**config.mk**
```make
export PLATFORM = sky130hd
export DESIGN_NAME = iomem_modmul
export DESIGN_NICKNAME = d
export VERILOG_FILES = /design/src/rtl/iomem_modmul.sv
export SDC_FILE = /design/constraint.sdc
export NUM_CORES = 1
export LEC_CHECK = 0
export BUFFER_PORTS_ARGS = -buffer_cell sky130_fd_sc_hd__buf_2
export CAP_MARGIN = 10
export CORE_UTILIZATION = 63
export CTS_CLUSTER_SIZE = 14
export DETAILED_ROUTE_END_ITERATION = 8
export GPL_TIMING_DRIVEN = 0
export HOLD_SLACK_MARGIN = 0.03
export PLACE_DENSITY_LB_ADDON = 0.12
export SKIP_LAST_GASP = 1
export SYNTH_ARGS = -nofsm -noshare
export SYNTH_HDL_FRONTEND = slang
export SYNTH_SLANG_ARGS = --single-unit
```
**constraint.sdc**
```tcl
create_clock -name clk -period 8.01 [get_ports clk]
set_clock_uncertainty 0.15 [all_clocks]
set_input_delay 1.602 -clock clk [delete_from_list [all_inputs] [get_ports clk]]
set_output_delay 1.602 -clock clk [all_outputs]
set_load 0.01 [all_outputs]
```
**src/rtl/iomem_modmul.sv**
```systemverilog
// Memory-mapped modular multiplier R = (A * B) mod N on the iomem bus.
// Optional irq output and CTRL bit8 enable when IOMEM_MODMUL_IRQ_EN is defined.
module iomem_modmul #(
  parameter int WIDTH = 32
) (
  input  logic        clk,
  input  logic        resetn,
  input  logic        iomem_valid,
  input  logic [3:0]  iomem_wstrb,
  input  logic [31:0] iomem_addr,
  input  logic [31:0] iomem_wdata,
  output logic [31:0] iomem_rdata,
  output logic        iomem_ready
`ifdef IOMEM_MODMUL_IRQ_EN
  ,
  output logic        irq
`endif
);
  localparam int IW = $clog2(WIDTH);

  localparam logic [1:0] S_IDLE  = 2'd0;
  localparam logic [1:0] S_CHECK = 2'd1;
  localparam logic [1:0] S_RUN   = 2'd2;

  logic [1:0]       state_q, state_d;
  logic             ready_q, ready_d;
  logic [WIDTH-1:0] a_q, a_d, b_q, b_d, n_q, n_d;
  logic [WIDTH-1:0] r_q, r_d, result_q, result_d;
  logic [IW-1:0]    idx_q, idx_d;
  logic             done_q, done_d, err_q, err_d;
  logic             irq_en_q, irq_en_d;

  logic [2:0]       sel;
  logic             wr, start, busy;
  logic [31:0]      wmask, rmux;
  logic [WIDTH:0]   n_ext, r2, r3;

  logic unused_addr;
  assign unused_addr = ^{iomem_addr[31:5], iomem_addr[1:0]};

  function automatic logic [WIDTH-1:0] merge(input logic [WIDTH-1:0] cur,
                                             input logic [31:0] wd,
                                             input logic [31:0] m);
    logic [31:0] t;
    t = (32'(cur) & ~m) | (wd & m);
    return t[WIDTH-1:0];
  endfunction

  assign sel   = iomem_addr[4:2];
  assign busy  = (state_q != S_IDLE);
  assign wmask = {{8{iomem_wstrb[3]}}, {8{iomem_wstrb[2]}},
                  {8{iomem_wstrb[1]}}, {8{iomem_wstrb[0]}}};
  // Writes commit during the ready cycle, while the master still holds the request.
  assign wr    = ready_q && iomem_valid && (|iomem_wstrb);
  assign start = wr && (sel == 3'd3) && iomem_wstrb[0] && iomem_wdata[0];

  always_comb begin
    ready_d  = iomem_valid && !ready_q;
    state_d  = state_q;
    a_d      = a_q;
    b_d      = b_q;
    n_d      = n_q;
    r_d      = r_q;
    result_d = result_q;
    idx_d    = idx_q;
    done_d   = done_q;
    err_d    = err_q;
    irq_en_d = irq_en_q;

    n_ext = {1'b0, n_q};
    r2    = {r_q, 1'b0};
    if (r2 >= n_ext) r2 = r2 - n_ext;
    r3 = b_q[idx_q] ? (r2 + {1'b0, a_q}) : r2;
    if (r3 >= n_ext) r3 = r3 - n_ext;

    if (wr && !busy) begin
      case (sel)
        3'd0: a_d = merge(a_q, iomem_wdata, wmask);
        3'd1: b_d = merge(b_q, iomem_wdata, wmask);
        3'd2: n_d = merge(n_q, iomem_wdata, wmask);
        default: ;
      endcase
    end
`ifdef IOMEM_MODMUL_IRQ_EN
    if (wr && (sel == 3'd3) && iomem_wstrb[1]) irq_en_d = iomem_wdata[8];
`endif

    case (state_q)
      S_IDLE: begin
        if (start) begin
          done_d  = 1'b0;
          err_d   = 1'b0;
          state_d = S_CHECK;
        end
      end
      S_CHECK: begin
        if ((n_q == '0) || (a_q >= n_q) || (b_q >= n_q)) begin
          err_d    = 1'b1;
          done_d   = 1'b1;
          result_d = '0;
          state_d  = S_IDLE;
        end else begin
          r_d     = '0;
          idx_d   = IW'(WIDTH - 1);
          state_d = S_RUN;
        end
      end
      S_RUN: begin
        r_d = r3[WIDTH-1:0];
        if (idx_q == '0) begin
          result_d = r3[WIDTH-1:0];
          done_d   = 1'b1;
          state_d  = S_IDLE;
        end else begin
          idx_d = idx_q - 1'b1;
        end
      end
      default: state_d = S_IDLE;
    endcase
  end

  always_ff @(posedge clk) begin
    if (!resetn) begin
      state_q  <= S_IDLE;
      ready_q  <= 1'b0;
      a_q      <= '0;
      b_q      <= '0;
      n_q      <= '0;
      r_q      <= '0;
      result_q <= '0;
      idx_q    <= '0;
      done_q   <= 1'b0;
      err_q    <= 1'b0;
      irq_en_q <= 1'b0;
    end else begin
      state_q  <= state_d;
      ready_q  <= ready_d;
      a_q      <= a_d;
      b_q      <= b_d;
      n_q      <= n_d;
      r_q      <= r_d;
      result_q <= result_d;
      idx_q    <= idx_d;
      done_q   <= done_d;
      err_q    <= err_d;
      irq_en_q <= irq_en_d;
    end
  end

  always_comb begin
    rmux = '0;
    case (sel)
      3'd0: rmux = 32'(a_q);
      3'd1: rmux = 32'(b_q);
      3'd2: rmux = 32'(n_q);
      3'd3: rmux = {23'd0, irq_en_q, 5'd0, err_q, done_q, busy};
      3'd4: rmux = 32'(result_q);
      default: rmux = '0;
    endcase
  end

  assign iomem_ready = ready_q;
  assign iomem_rdata = ready_q ? rmux : 32'd0;

`ifdef IOMEM_MODMUL_IRQ_EN
  assign irq = done_q & irq_en_q;
`endif

endmodule

```
==> impl_metrics.xml <==
<?xml version="1.0" encoding="UTF-8"?>
<metrics>
  <group name="logic_synthesis">
    <metric name="synth_seq_area_share" unit="">0.229</metric>
    <metric name="synthDistinctLibCells" unit="">78</metric>
    <metric name="synth_enable_flop_cells" unit="">0</metric>
    <metric name="netlist_area" unit="sq um">14900</metric>
    <metric name="async_reset_ff_frac" unit="">0</metric>
    <metric name="synth_top_flop_cell" unit="">sky130_fd_sc_hd__dfxtp_1</metric>
    <metric name="syn-instance-count" unit="">1830</metric>
    <metric name="synth.net_count" unit="">2070</metric>
    <metric name="synthesis.yosys.warnings" unit="">0</metric>
    <metric name="ys_seq_elements" unit="">170</metric>
    <metric name="postSynthAreaPerCell" unit="sq um">8.13</metric>
  </group>
  <group name="final_layout">
    <metric name="layout-drive-gt1-share" unit="">0.134</metric>
    <metric name="most_used_cells_in_the_layout_excluding_fill_and_tap_cells" unit="">sky130_fd_sc_hd__nor2_1 (194), sky130_fd_sc_hd__dfxtp_1 (167), sky130_fd_sc_hd__ha_1 (149)</metric>
    <metric name="n_fill_cell" unit="">1793</metric>
    <metric name="layout_commonest_cell" unit="">sky130_fd_sc_hd__nor2_1</metric>
    <metric name="fin_area" unit="sq um">16800</metric>
    <metric name="total_nets_final" unit="">2165</metric>
    <metric name="areaGrowthSynthToFinish" unit="%">12.7</metric>
    <metric name="final_core_density" unit="">0.732</metric>
  </group>
  <group name="worst_hold_path">
    <metric name="hold_path_end" unit="">result_q[5]</metric>
    <metric name="worst_hold_path.num_cells" unit="">1</metric>
    <metric name="hold_class" unit="">flop to flop</metric>
    <metric name="worst_hold_startpoint" unit="">result_q[5]</metric>
  </group>
  <group name="routing">
    <metric name="drtAntennaViolNets" unit="">0</metric>
    <metric name="vias" unit="">15400</metric>
    <metric name="detail_route.drc_violations" unit="">0</metric>
    <metric name="drt_pre_antenna_iters" unit="">6</metric>
    <metric name="routed_wirelength_normalized_by_instance_count" unit="um">23.2</metric>
    <metric name="drt-initial-drc-count" unit="">1834</metric>
    <metric name="vias_per_cell" unit="">6.85</metric>
    <metric name="drt_wl_total" unit="mm">52.2</metric>
  </group>
  <group name="pwr">
    <metric name="share_of_total_power_in_the_clock_network" unit="">0.333</metric>
    <metric name="switching_share" unit="">0.357</metric>
    <metric name="internal_pwr_total" unit="mW">1.58</metric>
    <metric name="p_seq_frac" unit="">0.345</metric>
    <metric name="static-leakage-power" unit="nW">6.86</metric>
    <metric name="p_comb_frac" unit="">0.322</metric>
    <metric name="power_per_standard_cell_area" unit="nW/um^2">147</metric>
    <metric name="irDropWorstVdd" unit="uV">159</metric>
    <metric name="p_switching" unit="mW">0.878</metric>
  </group>
  <group name="timing">
    <metric name="finalHoldViolCount" unit="">0</metric>
    <metric name="slew_headroom" unit="">0.332</metric>
    <metric name="timing_max_transition_violations_final" unit="">0</metric>
    <metric name="max_clock_freq" unit="MHz">129</metric>
    <metric name="hold_slack" unit="ps">322</metric>
    <metric name="tightestPinTransition" unit="ps">999</metric>
    <metric name="fin_tns_setup" unit="ps">0</metric>
    <metric name="crit_share_post_route" unit="">0.969</metric>
    <metric name="timing.final.ws_setup" unit="ps">252</metric>
    <metric name="setup_viol" unit="">0</metric>
    <metric name="period_needed" unit="ps">7760</metric>
  </group>
  <group name="clock_network">
    <metric name="cts_made_buffers" unit="">17</metric>
    <metric name="cts_sinks" unit="">170</metric>
    <metric name="clk_pin_slew" unit="ps">70</metric>
    <metric name="clk_root_buffer_cell" unit="">sky130_fd_sc_hd__clkbuf_16</metric>
    <metric name="worstSkewPairLatency" unit="ps">450</metric>
    <metric name="h-tree-depth" unit="">4</metric>
    <metric name="clock_path_buffers" unit="">2</metric>
    <metric name="cts_hold_repair.buffers" unit="">0</metric>
    <metric name="cts_tree" unit="">built</metric>
  </group>
  <group name="status">
    <metric name="run_status" unit="">finished clean</metric>
  </group>
  <group name="setup_path">
    <metric name="crit_path_slowest_cell" unit="">sky130_fd_sc_hd__o311ai_1</metric>
    <metric name="reg2reg_to" unit="">result_q[26]</metric>
    <metric name="reg2reg_depth" unit="">30</metric>
    <metric name="setup.reg_to_reg.worst_slack" unit="ps">250</metric>
    <metric name="worstSetupEndpointType" unit="">flop</metric>
    <metric name="criticalPathCategory" unit="">flop to flop</metric>
    <metric name="critPathMaxStageDelay" unit="ps">460</metric>
    <metric name="path_max_fanout" unit="">10</metric>
    <metric name="crit_path_start_kind" unit="">flop</metric>
    <metric name="crit_arrival" unit="ps">7950</metric>
    <metric name="worst-endpoint-required" unit="ps">8200</metric>
  </group>
  <group name="global_routing">
    <metric name="grt_antenna_before_repair" unit="">0</metric>
    <metric name="grt_overflow" unit="">0</metric>
    <metric name="grt_first_pass_wirelength" unit="mm">78.0</metric>
    <metric name="grt_use_total" unit="">0.425</metric>
    <metric name="grt_start_max_net_pins" unit="">19</metric>
    <metric name="grt_pass1_vias" unit="">14200</metric>
  </group>
  <group name="place">
    <metric name="place_hpwl" unit="mm">41.3</metric>
    <metric name="pre_cts_slack" unit="ps">-725</metric>
    <metric name="numPortBuffers" unit="">73</metric>
    <metric name="detailed_place.area" unit="sq um">15600</metric>
    <metric name="routabilityCongestion" unit="">1.00</metric>
  </group>
  <group name="die">
    <metric name="fp.dieArea" unit="sq um">24200</metric>
    <metric name="floorplan.core_area" unit="sq um">22900</metric>
    <metric name="die_x" unit="um">156</metric>
    <metric name="pin_count" unit="">104</metric>
    <metric name="placementRows" unit="">55</metric>
    <metric name="die_y" unit="um">156</metric>
    <metric name="initial_core_util" unit="">0.650</metric>
  </group>
  <group name="flow_run">
    <metric name="cap_violations" unit="">0</metric>
  </group>
</metrics>
[metrics by stage]
stage,power (mW),cells
floorplan,1.36,1830
detailed placement,1.54,2216
finish,2.46,2252
CTS,2.39,2250
global route,2.53,2251
global placement,1.54,2216
[critical path, delay by kind of cell (launching register included)]
family	cells	cell delay (ps)
and+or+nand+nor	7	1620
adders and majority gates	3	1050
xor gates and xnor gates	1	330
muxes	2	500
buffers and inverters	4	690
DFF	1	420
AOI/OAI and AO/OA	13	2840
[logic make-up after synthesis]
logic type,synth area share
adders and majority gates,0.144
and+or+nand+nor,0.161
buffers and inverters,0.0454
xor gates and xnor gates,0.0453
muxes,0.121
DFF,0.229
AOI/OAI and AO/OA,0.255
[layout make-up]
type	count	area, sq um	share of cell area
inverters	74	285	0.0170
clock buffers	18	429	0.0256
multi-input cells	1501	11300	0.671
plain buffers	76	385	0.0230
repair buffers	85	468	0.0279
diodes	1	2.50	0.000149
well taps	313	392	0.0233
flip-flops and latches	170	3410	0.203
clock inverters	14	146	0.00873
[routing by layer]
layer  track usage  up-vias  routed length [um]
met2         0.639      986               22100
li1              -     7019                   -
met1         0.593     7260               22000
met5             0        -                   0
met3        0.0594      161                5660
met4         0.214        0                2520
[power by group through the flow]
| stage | logic (mW) | clock network (mW) | registers, mW |
|---|---|---|---|
| 6_report | 0.792 | 0.820 | 0.850 |
| 4_1_cts | 0.725 | 0.813 | 0.850 |
| 5_1_grt | 0.832 | 0.851 | 0.850 |
| 3_5_place_dp | 0.673 | 0 | 0.869 |
| 2_1_floorplan | 0.490 | 0 | 0.868 |
| 3_3_place_gp | 0.672 | 0 | 0.869 |
[cell usage after synthesis, drive strengths merged, types with 26 or more instances]
| cell type | count | area share |
|---|---|---|
| nor2 | 195 | 0.049 |
| a21oi | 153 | 0.052 |
| dfxtp | 170 | 0.23 |
| o2bb2ai | 26 | 0.015 |
| o21ai | 107 | 0.036 |
| clkbuf | 63 | 0.016 |
| ha | 166 | 0.14 |
| a21o | 48 | 0.024 |
| inv | 73 | 0.018 |
| nand4 | 33 | 0.014 |
| xnor2 | 51 | 0.030 |
| nor3 | 30 | 0.010 |
| a22oi | 68 | 0.034 |
| xor2 | 26 | 0.015 |
| mux2i | 141 | 0.095 |
| nand2 | 125 | 0.032 |
[repair_timing]
item / CTS / global route
endpoints found under the setup margin: 64 / 64
buffers inserted: 3 / 9
resized for setup: 35 / 72
pin swaps: 3 / 11
hold endpoints to repair: 0 / 0
[how the worst max path moves through the flow]
stage / startpoint / end / cells past startpoint
2_1_floorplan: flop / r_q[15] / 31
3_3_place_gp: flop / r_q[23] / 32
3_5_place_dp: flop / r_q[23] / 32
4_1_cts: flop / r_q[19] / 33
5_1_grt: flop / r_q[17] / 35
6_report: flop / result_q[26] / 30
Power figures use the tool's default switching activity.
